### src/rtl/cpu_prog_loader.sv
`default_nettype none
// ============================================================================
// Module      : cpu_prog_loader
// Description : Harness controller for cpu_sequential. Streams a program into
//               instruction memory and zero-fills the unused words. Then it
//               releases the CPU from reset and counts the cycles it executes.
//               It stops on a halt word (all zeros) or when the watchdog
//               fires. Finally it streams the data-memory contents out.
//               Optional feature macro: LOADER_TRACE_EN adds a per-cycle
//               instruction trace port.
// Revision    : 1.0 - initial release
// ============================================================================
module cpu_prog_loader #(
    parameter int IMEM_DEPTH = 64,
    parameter int DMEM_DEPTH = 32,
    parameter int XLEN       = 64,
    parameter int MAX_CYCLES = 1000000
) (
    input  logic                          clk,
    input  logic                          reset_n,
    input  logic                          start,
    input  logic                          load_valid,
    output logic                          load_ready,
    input  logic [31:0]                   load_data,
    input  logic                          load_last,
    output logic                          imem_we,
    output logic [$clog2(IMEM_DEPTH)-1:0] imem_addr,
    output logic [31:0]                   imem_wdata,
    output logic                          cpu_reset,
    input  logic [31:0]                   cpu_instr,
    output logic [$clog2(DMEM_DEPTH)-1:0] dmem_addr,
    input  logic [XLEN-1:0]               dmem_rdata,
    output logic                          dump_valid,
    input  logic                          dump_ready,
    output logic [XLEN-1:0]               dump_data,
    output logic                          dump_last,
    output logic [31:0]                   cycle_count,
    output logic                          busy,
    output logic                          done,
    output logic                          timeout
`ifdef LOADER_TRACE_EN
    ,
    output logic                          trace_valid,
    output logic [31:0]                   trace_instr
`endif
);

    localparam int c_AW = $clog2(IMEM_DEPTH);
    localparam int c_DW = $clog2(DMEM_DEPTH);

    localparam logic [c_AW-1:0] c_IMEM_LAST  = c_AW'(IMEM_DEPTH - 1);
    localparam logic [c_DW-1:0] c_DMEM_LAST  = c_DW'(DMEM_DEPTH - 1);
    localparam logic [31:0]     c_MAX_CYCLES = 32'(MAX_CYCLES);

    localparam logic [2:0] c_ST_IDLE = 3'd0;
    localparam logic [2:0] c_ST_LOAD = 3'd1;
    localparam logic [2:0] c_ST_FILL = 3'd2;
    localparam logic [2:0] c_ST_RUN  = 3'd3;
    localparam logic [2:0] c_ST_DUMP = 3'd4;
    localparam logic [2:0] c_ST_DONE = 3'd5;

    logic [2:0]      r_state;
    logic [c_AW-1:0] r_ptr;
    logic [c_DW-1:0] r_dptr;
    logic            r_imem_we;
    logic [c_AW-1:0] r_imem_addr;
    logic [31:0]     r_imem_wdata;
    logic            r_cpu_reset;
    logic            r_dump_valid;
    logic [XLEN-1:0] r_dump_data;
    logic            r_dump_last;
    logic [31:0]     r_cycle_count;
    logic            r_timeout;
    logic            w_halt;

    assign w_halt      = (cpu_instr == 32'h0);

    assign load_ready  = (r_state == c_ST_LOAD);
    assign busy        = (r_state != c_ST_IDLE) && (r_state != c_ST_DONE);
    assign done        = (r_state == c_ST_DONE);
    assign imem_we     = r_imem_we;
    assign imem_addr   = r_imem_addr;
    assign imem_wdata  = r_imem_wdata;
    assign cpu_reset   = r_cpu_reset;
    assign dmem_addr   = r_dptr;
    assign dump_valid  = r_dump_valid;
    assign dump_data   = r_dump_data;
    assign dump_last   = r_dump_last;
    assign cycle_count = r_cycle_count;
    assign timeout     = r_timeout;

    // Sequencer: load, fill, run with watchdog, dump; all outputs registered here.
    always_ff @(posedge clk or negedge reset_n) begin
        if (!reset_n) begin
            r_state       <= c_ST_IDLE;
            r_ptr         <= '0;
            r_dptr        <= '0;
            r_imem_we     <= 1'b0;
            r_imem_addr   <= '0;
            r_imem_wdata  <= 32'h0;
            r_cpu_reset   <= 1'b1;
            r_dump_valid  <= 1'b0;
            r_dump_data   <= '0;
            r_dump_last   <= 1'b0;
            r_cycle_count <= 32'h0;
            r_timeout     <= 1'b0;
        end else begin
            // The write strobe is a single-cycle pulse unless re-armed below.
            r_imem_we <= 1'b0;
            case (r_state)
                c_ST_IDLE, c_ST_DONE: begin
                    if (start) begin
                        r_state       <= c_ST_LOAD;
                        r_ptr         <= '0;
                        r_dptr        <= '0;
                        r_cycle_count <= 32'h0;
                        r_timeout     <= 1'b0;
                    end
                end
                c_ST_LOAD: begin
                    if (load_valid) begin
                        r_imem_we    <= 1'b1;
                        r_imem_addr  <= r_ptr;
                        r_imem_wdata <= load_data;
                        r_ptr        <= r_ptr + c_AW'(1);
                        // A full program leaves nothing to zero-fill.
                        if (r_ptr == c_IMEM_LAST) begin
                            r_state     <= c_ST_RUN;
                            r_cpu_reset <= 1'b0;
                        end else if (load_last) begin
                            r_state <= c_ST_FILL;
                        end
                    end
                end
                c_ST_FILL: begin
                    // Zeros after the program double as the halt word.
                    r_imem_we    <= 1'b1;
                    r_imem_addr  <= r_ptr;
                    r_imem_wdata <= 32'h0;
                    r_ptr        <= r_ptr + c_AW'(1);
                    if (r_ptr == c_IMEM_LAST) begin
                        r_state     <= c_ST_RUN;
                        r_cpu_reset <= 1'b0;
                    end
                end
                c_ST_RUN: begin
                    // Halt is checked first so it wins over a simultaneous watchdog expiry.
                    if (w_halt) begin
                        r_state     <= c_ST_DUMP;
                        r_cpu_reset <= 1'b1;
                    end else begin
                        r_cycle_count <= r_cycle_count + 32'd1;
                        if (r_cycle_count + 32'd1 == c_MAX_CYCLES) begin
                            r_timeout   <= 1'b1;
                            r_state     <= c_ST_DUMP;
                            r_cpu_reset <= 1'b1;
                        end
                    end
                end
                c_ST_DUMP: begin
                    // Capture the word at r_dptr, hold it until accepted, then step.
                    if (!r_dump_valid) begin
                        r_dump_data  <= dmem_rdata;
                        r_dump_valid <= 1'b1;
                        r_dump_last  <= (r_dptr == c_DMEM_LAST);
                    end else if (dump_ready) begin
                        r_dump_valid <= 1'b0;
                        r_dump_last  <= 1'b0;
                        if (r_dump_last) begin
                            r_state <= c_ST_DONE;
                        end else begin
                            r_dptr <= r_dptr + c_DW'(1);
                        end
                    end
                end
                default: begin
                    r_state     <= c_ST_IDLE;
                    r_cpu_reset <= 1'b1;
                end
            endcase
        end
    end

`ifdef LOADER_TRACE_EN
    logic        r_trace_valid;
    logic [31:0] r_trace_instr;

    assign trace_valid = r_trace_valid;
    assign trace_instr = r_trace_instr;

    // One trace beat per counted RUN cycle, carrying the instruction seen that cycle.
    always_ff @(posedge clk or negedge reset_n) begin
        if (!reset_n) begin
            r_trace_valid <= 1'b0;
            r_trace_instr <= 32'h0;
        end else begin
            r_trace_valid <= (r_state == c_ST_RUN) && !w_halt;
            if ((r_state == c_ST_RUN) && !w_halt) begin
                r_trace_instr <= cpu_instr;
            end
        end
    end
`endif

endmodule
`default_nettype wire

### config.mk
export PLATFORM = sky130hd
export DESIGN_NAME = cpu_prog_loader
export DESIGN_NICKNAME = d
export VERILOG_FILES = /design/src/rtl/cpu_prog_loader.sv
export SDC_FILE = /design/constraint.sdc
export NUM_CORES = 1
export LEC_CHECK = 0
export ABC_AREA = 0
export CAP_MARGIN = 20
export CORE_MARGIN = 10
export CORE_UTILIZATION = 25
export DETAILED_ROUTE_END_ITERATION = 12
export PLACE_DENSITY = 0.47
export REMOVE_ABC_BUFFERS = 1
export SYNTH_ARGS = -nofsm -noshare
export SYNTH_HDL_FRONTEND = slang
export SYNTH_SLANG_ARGS = --single-unit
### constraint.sdc
create_clock -name clk -period 5.55 [get_ports clk]
set_clock_uncertainty 0.2 [all_clocks]
set_input_delay 1.11 -clock clk [delete_from_list [all_inputs] [get_ports clk]]
set_output_delay 1.11 -clock clk [all_outputs]
set_load 0.005 [all_outputs]
==> flow_summary.json <==
{
  "status": "completed",
  "num_io_pins": 281,
  "synthArstFlopShare_pct": 100.0,
  "worst_pin_slew_ps": 968.0,
  "insertion_delay_ps": 430,
  "die_width_um": 192.1,
  "cts-buffers-inserted": 17,
  "first_pass_iters": 5,
  "yosys.area.top_type": "dfrtp_1",
  "start_util_pct": 25.58,
  "ctsResizeCount": 0,
  "overflow": 0,
  "fin_tns_setup_ps": 0,
  "yosys_warnings": 0,
  "ir_worst_vdd_mv": 0.1830,
  "antenna_found_initial": 1,
  "cts_buffer_depth": 2,
  "die_h_um": 192.1,
  "grt_setup_unrepaired": "false",
  "cap_violations": 0,
  "synth_area_um2": 7401,
  "vias": 6446,
  "clkTransAtPathRegs_ps": 70,
  "grt_pass1_wl_um": 40970,
  "syn_inst": 719,
  "setup_viol": 0,
  "power.density_nw_per_um2": 244.1,
  "grt_max_degree": 134,
  "finalPower_mw": 2.723,
  "routed_wl_um": 27360,
  "period_share_pct": 61.90,
  "first_iter_violations": 354,
  "layout_commonest_cell": "clkdlybuf4s50_1",
  "yosys.area.top_type_share_pct": 51.39,
  "fin_hold_ws_ps": 295.3,
  "ys_types": 69,
  "post-route-min-period_ps": 3435,
  "arrival_ps": 2130,
  "path_class": "flip-flop to primary output",
  "hp-class": "flip-flop to flip-flop",
  "nets": 1117,
  "yosysSeqAreaShare_pct": 51.75,
  "cp.required_ps": 4240,
  "viasPerCell": 4.688,
  "syn_to_final_growth_pct": 50.74,
  "core.rowCount": 62,
  "avgSynthCellArea_um2": 10.29,
  "root_buffer": "clkbuf_16",
  "fillers": 2859,
  "ys_ff_latch": 153,
  "final_layout_size_suffix_gt1_share_pct": 13.22,
  "gp_congestion": 0.7898,
  "grt_pass1_vias": 6319,
  "die-area_um2": 36890,
  "htreeDepth": 4,
  "antenna_left": 0,
  "track_usage_pct": 14.33,
  "wire_per_inst_um": 19.90,
  "design.core.area_um2": 28940,
  "hold_violations": 0,
  "clock.fmax_mhz": 291.1,
  "cts_tree": "yes",
  "final_cell_mix": "clkdlybuf4s50_1, dfrtp_1, nand2_1",
  "dpl.hpwl_um": 20480,
  "p_leak_nw": 4.701,
  "ys.flop_type": "dfrtp_1",
  "drc": 0,
  "yosys-top-cells-area": "dfrtp_1, mux2_2, nand2_1",
  "insertedDiodeCount": 0,
  "critical_path.startpoint_type": "flip-flop",
  "postCtsSetupBuffers": 0,
  "clock-sinks": 153,
  "critPathMaxFanout": 9,
  "relSlewSlack_pct": 35.47,
  "numPortBuffers": 280,
  "worstSetupEndpointType": "primary output",
  "synth_edf_count": 0,
  "cts_hold_buffers": 0,
  "drv_slew": 0
}
[registers in the layout (all words and copies together) (netlist names)]
register     flops
cycle_count     32
imem_we          1
timeout          1
cpu_reset        1
imem_addr        6
dmem_addr        5
dump_data       64
r_ptr            6
r_state          3
dump_last        1
dump_valid       1
imem_wdata      32
[kinds of logic (layout without fill, tap and decap cells)]
group | count (synthesis) | count (layout) | synth area share, %
multiplexers | 73 | 73 | 11.21
adder cells (fa/ha/maj) | 5 | 5 | 0.8453
XOR/XNOR | 12 | 12 | 1.420
AO/OA/AOI/OAI | 119 | 119 | 10.11
flip-flops | 153 | 153 | 51.75
buffers and inverters | 60 | 332 | 3.584
AND/OR/NAND/NOR | 297 | 297 | 21.08
[cell usage after synthesis (3+ instances only)]
cell type	count
and3_1	9
nor4_1	14
o21ai_1	3
clkbuf_1	25
xor2_1	8
mux2_2	69
ha_1	5
buf_2	16
xnor2_1	4
or3_1	4
o41ai_1	4
a211oi_1	4
o31ai_1	16
nand4_1	14
nand3_1	43
o211ai_1	3
nor2b_1	7
mux2i_1	3
nor3_1	5
and4_1	6
nand2b_1	3
inv_1	11
or4_1	3
buf_4	5
a41oi_1	3
o21ai_0	48
and2_1	7
a21oi_1	12
a31oi_1	9
nor2_1	49
dfrtp_1	152
nand2_1	106
nand3b_1	3
[worst max-delay path: stages (launching register included)]
cell	delay (ps)
dfrtp_1	490
inv_1	250
nand2_1	100
nor2_1	270
clkdlybuf4s50_1	590
[power breakdown]
group / switching [mW] / internal, mW / leakage, nW
clock: 0.557 / 0.593 / 0.263
combinational: 0.117 / 0.226 / 2.42
sequential: 0.0465 / 1.18 / 2.02
total: 0.721 / 2.00 / 4.70
[layer usage]
layer / vias to the layer above / track usage [%] / share of wire [%]
li1: 3106 / - / -
met1: 3116 / 18.71 / 45
met2: 210 / 22.74 / 46
met3: 14 / 4.226 / 7.9
met4: 0 / 3.608 / 0.90
met5: - / 0 / 0
[per-stage QoR]
stage               util [%]  cell area [um2]  instances  setup slack (ps)
finish                 38.55            11160       1375              2115
global placement       36.42            10540       1341              2116
detailed placement     36.61            10590       1343              2067
floorplan                  -             7177        670             50.47
CTS                    38.55            11160       1375              2080
global route           38.55            11160       1375              1902
[final timing paths]
check                                     from               to  slack (ps)  cells past startpoint
worst max-delay path                r_state[1]       load_ready        2110                      4
worst min-delay path              imem_addr[1]     imem_addr[1]         300                      2
worst max register to register  cycle_count[0]       r_state[1]        2130                      9
worst min register to register    imem_addr[1]     imem_addr[1]         300                      2
max in group asynchronous              reset_n    dump_data[47]        3790                      2
min in group asynchronous              reset_n  cycle_count[30]         320                      1
[final cells by class]
cell class | instances | area, um2 | area share, %
sequential | 153 | 3830 | 34.33
multi-input combinational | 506 | 3318 | 29.74
timing repair buffer | 289 | 2924 | 26.21
tap | 384 | 480.5 | 4.307
clock buffer | 18 | 429.2 | 3.847
clock inverter | 14 | 132.6 | 1.189
inverter | 11 | 41.29 | 0.3701
(Power assumes the default switching activity.)
